$ cat config.mk
export PLATFORM = sky130hd
export DESIGN_NAME = gtp_pll_reset_seq
export DESIGN_NICKNAME = d
export VERILOG_FILES = /design/src/rtl/gtp_pll_reset_seq.sv
export SDC_FILE = /design/constraint.sdc
export NUM_CORES = 1
export LEC_CHECK = 0
export ABC_AREA = 1
export BUFFER_PORTS_ARGS = -buffer_cell sky130_fd_sc_hd__buf_2
export CAP_MARGIN = 10
export CORE_ASPECT_RATIO = 1.5
export CORE_UTILIZATION = 58
export CTS_CLUSTER_DIAMETER = 50
export DETAILED_ROUTE_END_ITERATION = 7
export PLACE_DENSITY_LB_ADDON = 0.25
export SLEW_MARGIN = 20
export SYNTH_ARGS = -nofsm -noshare
export SYNTH_HDL_FRONTEND = slang
export SYNTH_SLANG_ARGS = --single-unit
$ cat constraint.sdc
create_clock -name clk -period 2.1 [get_ports clk]
set_input_delay 0.42 -clock clk [delete_from_list [all_inputs] [get_ports clk]]
set_output_delay 0.42 -clock clk [all_outputs]
set_load 0.02 [all_outputs]
$ cat src/rtl/gtp_pll_reset_seq.sv
// Purpose: reset/lock sequencer for the PLL0 of a GTPE2_COMMON; qualifies the PLL clock and raises ready.
// Latency: status inputs act 2 clk after they change (2-FF sync); all outputs registered, valid at the edge a state is entered.
// Backpressure: none; start is a one-cycle request honoured only in IDLE/FAIL and ignored while sequencing.
//
// Ports:
//   clk          free-running system/DRP clock
//   rst_n        asynchronous active-low reset
//   start        one-cycle request to begin or restart sequencing
//   pll_lock     PLL0LOCK (asynchronous to clk)
//   refclk_lost  PLL0REFCLKLOST (asynchronous to clk)
//   pll_pd       drives PLL0PD
//   pll_reset    drives PLL0RESET
//   ready        PLL locked and stable
//   fail         sticky: lock retries exhausted
//   retry_cnt    timeout retries used in the current attempt
//   state_o      encoded state for debug
module gtp_pll_reset_seq #(
    parameter int RESET_CYCLES = 16,
    parameter int LOCK_TIMEOUT = 4096,
    parameter int LOCK_STABLE  = 64,
    parameter int MAX_RETRIES  = 3,
    parameter int CNT_W        = 16,
    localparam int RETRY_W     = (MAX_RETRIES > 0) ? $clog2(MAX_RETRIES + 1) : 1
) (
    input  logic               clk,
    input  logic               rst_n,
    input  logic               start,
    input  logic               pll_lock,
    input  logic               refclk_lost,
    output logic               pll_pd,
    output logic               pll_reset,
    output logic               ready,
    output logic               fail,
    output logic [RETRY_W-1:0] retry_cnt,
    output logic [2:0]         state_o
);

    typedef enum logic [2:0] {
        ST_IDLE      = 3'd0,
        ST_RESET     = 3'd1,
        ST_WAIT_LOCK = 3'd2,
        ST_STABLE    = 3'd3,
        ST_READY     = 3'd4,
        ST_FAIL      = 3'd5
    } state_t;

    localparam logic [CNT_W-1:0]   RESET_LAST   = CNT_W'(RESET_CYCLES - 1);
    localparam logic [CNT_W-1:0]   TIMEOUT_LAST = CNT_W'(LOCK_TIMEOUT - 1);
    localparam logic [CNT_W-1:0]   STABLE_LAST  = CNT_W'(LOCK_STABLE - 1);
    localparam logic [RETRY_W-1:0] RETRY_MAX    = RETRY_W'(MAX_RETRIES);

    state_t             state, state_nxt;
    logic [CNT_W-1:0]   cnt, cnt_nxt;
    logic [RETRY_W-1:0] retry, retry_nxt;
    logic               lock_meta, lock_s;
    logic               lost_meta, lost_s;
    logic               pd_nxt, rst_nxt, ready_nxt, fail_nxt;

    // Both status pins come from the PLL domain; only the second stage is used.
    always_ff @(posedge clk or negedge rst_n) begin
        if (!rst_n) begin
            lock_meta <= 1'b0;
            lock_s    <= 1'b0;
            lost_meta <= 1'b0;
            lost_s    <= 1'b0;
        end else begin
            lock_meta <= pll_lock;
            lock_s    <= lock_meta;
            lost_meta <= refclk_lost;
            lost_s    <= lost_meta;
        end
    end

    always_comb begin
        state_nxt = state;
        cnt_nxt   = cnt;
        retry_nxt = retry;
        case (state)
            ST_IDLE: begin
                if (start) begin
                    state_nxt = ST_RESET;
                    cnt_nxt   = '0;
                    retry_nxt = '0;
                end
            end
            ST_RESET: begin
                // A lost reference clock restarts the pulse so the PLL always
                // sees a full reset width after the refclk comes back.
                if (lost_s) begin
                    cnt_nxt = '0;
                end else if (cnt == RESET_LAST) begin
                    state_nxt = ST_WAIT_LOCK;
                    cnt_nxt   = '0;
                end else begin
                    cnt_nxt = cnt + 1'b1;
                end
            end
            ST_WAIT_LOCK: begin
                if (lost_s) begin
                    state_nxt = ST_RESET;
                    cnt_nxt   = '0;
                end else if (lock_s) begin
                    // Checked ahead of the timeout so a lock on the last cycle wins.
                    state_nxt = ST_STABLE;
                    cnt_nxt   = '0;
                end else if (cnt == TIMEOUT_LAST) begin
                    cnt_nxt = '0;
                    if (retry < RETRY_MAX) begin
                        state_nxt = ST_RESET;
                        retry_nxt = retry + 1'b1;
                    end else begin
                        state_nxt = ST_FAIL;
                    end
                end else begin
                    cnt_nxt = cnt + 1'b1;
                end
            end
            ST_STABLE: begin
                if (lost_s) begin
                    state_nxt = ST_RESET;
                    cnt_nxt   = '0;
                end else if (!lock_s) begin
                    // A lock glitch is not a timeout: the wait restarts, retries untouched.
                    state_nxt = ST_WAIT_LOCK;
                    cnt_nxt   = '0;
                end else if (cnt == STABLE_LAST) begin
                    state_nxt = ST_READY;
                    cnt_nxt   = '0;
                end else begin
                    cnt_nxt = cnt + 1'b1;
                end
            end
            ST_READY: begin
                if (lost_s) begin
                    state_nxt = ST_RESET;
                    cnt_nxt   = '0;
                end else if (!lock_s) begin
                    // Losing lock after being ready counts as a brand new attempt.
                    state_nxt = ST_RESET;
                    cnt_nxt   = '0;
                    retry_nxt = '0;
                end
            end
            ST_FAIL: begin
                if (start) begin
                    state_nxt = ST_RESET;
                    cnt_nxt   = '0;
                    retry_nxt = '0;
                end
            end
            default: begin
                state_nxt = ST_IDLE;
                cnt_nxt   = '0;
                retry_nxt = '0;
            end
        endcase
    end

    // Outputs are decoded from the state being entered and registered with it.
    always_comb begin
        pd_nxt    = (state_nxt == ST_IDLE) || (state_nxt == ST_FAIL);
        rst_nxt   = (state_nxt == ST_IDLE) || (state_nxt == ST_RESET) || (state_nxt == ST_FAIL);
        ready_nxt = (state_nxt == ST_READY);
        fail_nxt  = (state_nxt == ST_FAIL);
    end

    always_ff @(posedge clk or negedge rst_n) begin
        if (!rst_n) begin
            state     <= ST_IDLE;
            cnt       <= '0;
            retry     <= '0;
            pll_pd    <= 1'b1;
            pll_reset <= 1'b1;
            ready     <= 1'b0;
            fail      <= 1'b0;
        end else begin
            state     <= state_nxt;
            cnt       <= cnt_nxt;
            retry     <= retry_nxt;
            pll_pd    <= pd_nxt;
            pll_reset <= rst_nxt;
            ready     <= ready_nxt;
            fail      <= fail_nxt;
        end
    end

    assign state_o   = state;
    assign retry_cnt = retry;

endmodule

### After elaboration in Yosys (flattened, before gate mapping)

Cells that the tools add are included.

| word-level totals | value |
|---|---|
| register bits after elaboration | 29 |
| latch bits | 0 |
| memory bits (writable) | 0 |
| bits in read-only memories | 0 |
| input port bits | 5 |
| output and inout port bits | 9 |
| logic and storage cells | 76 |
| memories kept | 0 |

| operators by class | value |
|---|---|
| add/subtract/negate cells | 2 |
| $mul | 0 |
| divide/modulo/power cells | 0 |
| $lt $le $gt $ge | 1 |
| equal/unequal tests | 19 |
| shift-type cells | 0 |
| multiplexer cells | 33 |
| bitwise operators | 1 |
| reduce and logical (&&, ||, !) cells | 9 |

Operator list:

| cell | number |
|---|---|
| 2-to-1 mux 16 bit | 11 |
| case mux 16 bit (5 select lines) | 1 |
| 2-to-1 mux 3 bit | 12 |
| adder 16 x 1 -> 16 bit, second input constant | 1 |
| equality test 16 x 12 -> 1 bit, second input constant | 1 |
| equality test 16 x 4 -> 1 bit, second input constant | 1 |
| equality test 16 x 6 -> 1 bit, second input constant | 1 |
| case mux 3 bit (5 select lines) | 1 |
| 2-to-1 mux 2 bit | 7 |
| equality test 3 bit, second input constant | 4 |
| inequality test 2 bit, second input constant | 6 |
| case mux 2 bit (4 select lines) | 1 |
| AND reduction 8 bit | 1 |
| equality test 3 x 1 -> 1 bit, second input constant | 2 |
| equality test 3 x 2 -> 1 bit, second input constant | 2 |
| logical NOT 3 bit | 2 |
| OR reduction 2 bit | 2 |
| logical OR 1 bit | 3 |
| inequality test 3 bit, second input constant | 1 |
| adder 2 x 1 -> 2 bit, second input constant | 1 |
| < comparator 2 bit, second input constant | 1 |
| inequality test 2 x 1 -> 1 bit, second input constant | 1 |
| AND reduction 2 bit | 1 |
| NOT 1 bit | 1 |

### Depth between registers and ports, before layout

| logic depth | value |
|---|---|
| depth in word-level cells | 9 |
| depth in mapped cells | 12 |
| gate-level depth less buffers | 12 |

### Worst setup path before layout

Ideal clock, no wire load.

| timing | value |
|---|---|
| path kind | register to register |
| from | register state[0] (netlist: state_o[0]) |
| to | register cnt[10] |
| data arrival time | 1.516 ns |
| required time | 1.976 ns |
| setup slack | 0.461 ns |
| stages on the path, launching flop included | 10 |
| clock period less this slack | 1.639 ns |
| cells stage by stage | dfrtp_1 > buf_2 > nor3_2 > nand3_1 > nand2_4 > inv_4 > nand2_2 > nor2_1 > xnor2_1 > nor2_1 |

| on the way | value |
|---|---|
| longest elaborated chain between the ends | 4 |
| elaborated cells between the ends (all ways) | 11 |
| those cells by class | 7 x eq/ne; 1 x mux; 3 x reduce/logical |

Ends and longest elaborated chain:

| item | RTL line | source |
|---|---|---|
| start: declaration | 52 | `state_t state, state_nxt;` |
| start signal: assignment | 177 | `state <= state_nxt;` |
| equality test 3 bit or logical NOT 3 bit (tied branches) | 78 | `case (state)` |
| OR reduction 2 bit (no source line) | -- |  |
| inequality test 2 x 1 -> 1 bit (no source line) | -- |  |
| AND reduction 2 bit (no source line) | -- |  |
| end signal: assignment | 178 | `cnt <= cnt_nxt;` |
| end: declaration | 53 | `logic [CNT_W-1:0] cnt, cnt_nxt;` |

Several ways; a longest one is shown, not always the timed one.
A chain may end at the register's enable or synchronous reset.

### Worst setup path in the final report

| timing | value |
|---|---|
| from | register cnt[0] |
| to | register cnt[13] |

| on the way | value |
|---|---|
| longest elaborated chain between the ends | 5 |
| elaborated cells between the ends (all ways) | 13 |
| those cells by class | 1 x add/sub; 3 x eq/ne; 9 x mux |

Ends and longest elaborated chain:

| item | RTL line |
|---|---|
| adder 16 x 1 -> 16 bit (tied with other cells) | 95, 115, 130 |
| 2-to-1 mux 16 bit (on tied branches) | 126, 106 |
| 2-to-1 mux 16 bit (on tied branches) | 122, 102 |
| 2-to-1 mux 16 bit (on tied branches) | 119, 99 |
| case mux 16 bit (5 select lines) * | 78 |

Every way passes the cells marked *; elsewhere a longest branch is shown, timed or not.

==> metrics.md <==
| Metric | Value |
|---|---|
| Synthesized area per cell | `7.648 sq um` |
| Reg area | `728.2 sq um` |
| Netlist Area Pre-Place | `0.001629 sq mm` |
| Commonest non-fill, non-tap cell in the layout | `nand2_1` |
| Peak VDD IR | `0.0005312 V` |
| Cts hold-fix bufs | `0` |
| Seq cells post-synth | `29` |
| Outcome | `completed` |
| R2R Setup Slk | `270 ps` |
| Post-Route WL | `3083 um` |
| Buf/Inv on CP | `0` |
| Finish-stage setup viols | `0` |
| Seq pwr share | `0.547` |
| CP Data Arrival Time | `1990 ps` |
| Diodes inserted | `0` |
| Xor and xnor area share after synthesis | `0.04301` |
| Initial DRC count | `17` |
| Die area | `0.003029 sq mm` |
| Cells along the critical path | `ha_1 > nand3_2 > nor2_4 > nand2_2 > o21ai_2 > nand3_4 > nor2_4 > nor2_1` |
| Multiplexer share of the synthesized area | `0` |
| DR WL/cell | `11.42 um` |
| Crit. End Element | `register` |
| CP peak stage delay | `400 ps` |
| Peak Freq | `547.2 MHz` |
| Worst slew pin tran | `634.3 ps` |
| Setup Skew | `4.719 ps` |
| Syn Inst Count | `213` |
| Async SR Flop Fraction | `1.000` |
| First-pass GRT wire length | `5188 um` |
| CTS tree | `yes` |
| Share of cells above drive strength 1 | `0.1717` |
| CTS Buffer Depth | `2` |
| H-tree depth | `2` |
| I/O Buffers | `13` |
| Minimum clock period | `1827 ps` |
| Vias in the first global route | `1,238` |
| Main synth FF type | `dfrtp_1` |
| R2r worst-path depth | `8` |
| Root Driver | `clkbuf_8` |
| Setup_tns | `0 ps` |
| Yosys warns | `0` |
| EDFF count, synth | `0` |
| Switching share of power | `0.2577` |
| Final Util | `0.6821` |
| CTS buffer count | `5` |
| FP Rows | `23` |
| Largest family of logic cells by synthesized area | `simple AND/OR/NAND/NOR gates` |
| Initial core utilization | `0.6087` |
| Post-DRT Antenna Nets | `0` |
| Final Hold Viols | `0` |
| DR vias | `1,393` |
| Critical Path Stages | `8` |
| Tot GR Track Use | `0.2448` |
| Via density per instance | `5.159` |
| Compound-Gate Fraction of Synth Area | `0.06605` |
| Post-Synth Adder-Cell Area | `0.01536` |
| Die Width | `45.27 um` |
| Final net count | `239` |
| Die Y | `66.91 um` |
| RD Place Congestion | `0.8914` |
| Synth Area in Simple Gates | `0.3641` |
| LEAKAGE | `0.9148 nW` |
| Comb power frac | `0.068` |
| Period utilisation layout | `0.8702` |
| Postcts setup bufs | `0` |
| Largest net degree at the start of global routing | `30` |
| Residual DRC | `0` |
| Fillers | `248` |
| Worst-skew pair later-pin latency | `280 ps` |
| Most frequent cells in the layout | `56 x nand2_1, 35 x nor2_1, 27 x dfrtp_1` |
| Type of the worst setup path | `register to register` |
| Final setup margin | `272.7 ps` |
| Clock Pin Slew Worst Setup and Hold Paths | `60 ps` |
| RSZ-0062 raised after global routing | `false` |
| CTS resizes | `0` |
| Psw | `0.2935 mW` |
| Crit-path slowest cell | `dfrtp_1` |
| Setup crit start kind | `register` |
| Relative slew slack | `0.5772` |
| Grt ovf | `0` |
| Multi-input gate area in the final layout | `795.8 sq um` |
| Slew Viols, Final | `0` |
| Initial DRT Pass Iterations | `4` |
| Synthesis-to-layout area growth | `12.06%` |
| Register area share after synthesis | `0.4470` |
| Clock sinks | `29` |
| Top delay family on crit path | `simple AND/OR/NAND/NOR gates` |
| I/O Pins | `14` |
| Max-cap violations | `0` |
| Post-DP HPWL | `2278 um` |
| Dpl ws | `296.5 ps` |
| CP required | `2260 ps` |
| Cell mode on critical path | `nor2_4` |
| Internal | `0.8453 mW` |
| Core Region | `0.002676 sq mm` |
| Clock power frac | `0.385` |
| HP Class | `primary input to asynchronous set/reset pin` |
| Count of different cell masters after synthesis | `33` |
| Net Count, Synth | `220` |
| PD cells | `623.9 mW/mm^2` |
| Initial antenna violation count | `0` |
| Crit-path max FO | `9` |
sequential cells by signal (all words and copies together), names as in the netlist:
register	cells
cnt	16
lock_meta	1
lost_s	1
pll_reset	1
retry_cnt	2
lock_s	1
lost_meta	1
ready	1
pll_pd	1
state_o	3
fail	1
kinds of logic (layout without fill, tap and decap cells):
family | Yosys count | after routing
adders and majority gates | 2 | 2
buffers and inverters | 27 | 47
AOI/OAI and AO/OA | 18 | 18
DFF | 29 | 29
xor gates and xnor gates | 8 | 8
and+or+nand+nor | 129 | 129
metal layers:
metal	vias up	track usage	routed length [um]
li1	718	-	-
met5	-	0	0
met2	33	0.3967	1604
met1	637	0.2724	1299
met3	5	0.07046	108
met4	0	0.1515	71
final timing paths:
check                            start           end
setup / recovery                cnt[0]       cnt[13]
hold reg to reg              lost_meta        lost_s
hold / removal                   rst_n  retry_cnt[0]
max in group asynchronous        rst_n     lock_meta
min in group clk           refclk_lost     lost_meta
setup reg to reg                cnt[0]       cnt[13]
metrics by stage:
step	instances	power [mW]	area (sq um)	hold slack, ps
floorplan	213	0.6818	1629	124.4
global placement	262	0.7075	1739	336.0
detailed placement	262	0.7099	1739	338.1
CTS	270	1.155	1826	168.6
global route	270	1.208	1826	193.3
finish	270	1.139	1826	152.3
final cells by class:
cell class                      instances  area share
Multi-Input combinational cell        157      0.4359
Sequential cell                        29      0.3989
Inverter                               25     0.05278
Timing Repair Buffer                   14     0.03975
Clock buffer                            5     0.03770
Tap cell                               37     0.02536
Clock inverter                          3    0.009596
power by group through the flow:
stage                     Combinational (mW)  Sequential, mW  Clock [mW]
after floorplan                       0.0578           0.624           0
final                                 0.0778           0.623       0.438
after global placement                0.0773           0.630           0
after CTS                             0.0793           0.623       0.453
after global routing                  0.0947           0.629       0.485
after detailed placement              0.0779           0.632           0
synthesized netlist by cell type, types with 2 or more instances:
library cell | count | share of area
nand2_2 | 2 | 0.0077
nand4_1 | 5 | 0.019
xnor2_1 | 4 | 0.022
dfrtp_1 | 27 | 0.41
dfstp_2 | 2 | 0.032
nor2_1 | 35 | 0.081
ha_1 | 2 | 0.015
inv_2 | 2 | 0.0046
o21ai_0 | 8 | 0.025
nand3_1 | 17 | 0.052
nand2_1 | 56 | 0.13
nor2_4 | 2 | 0.014
inv_1 | 22 | 0.051
nor2_2 | 2 | 0.0077
xor2_1 | 4 | 0.022
nor3_1 | 3 | 0.0092
a21oi_1 | 3 | 0.0092
nor3_2 | 2 | 0.012
worst reg2reg max path, cell delays in order, from the launching register on:
cell and delay [ps]:
dfrtp_1 400, ha_1 240, nand3_2 150, nor2_4 210
nand2_2 90, o21ai_2 170, nand3_4 160, nor2_4 220
nor2_1 80
Note: power is estimated with default switching activity, not from simulation.
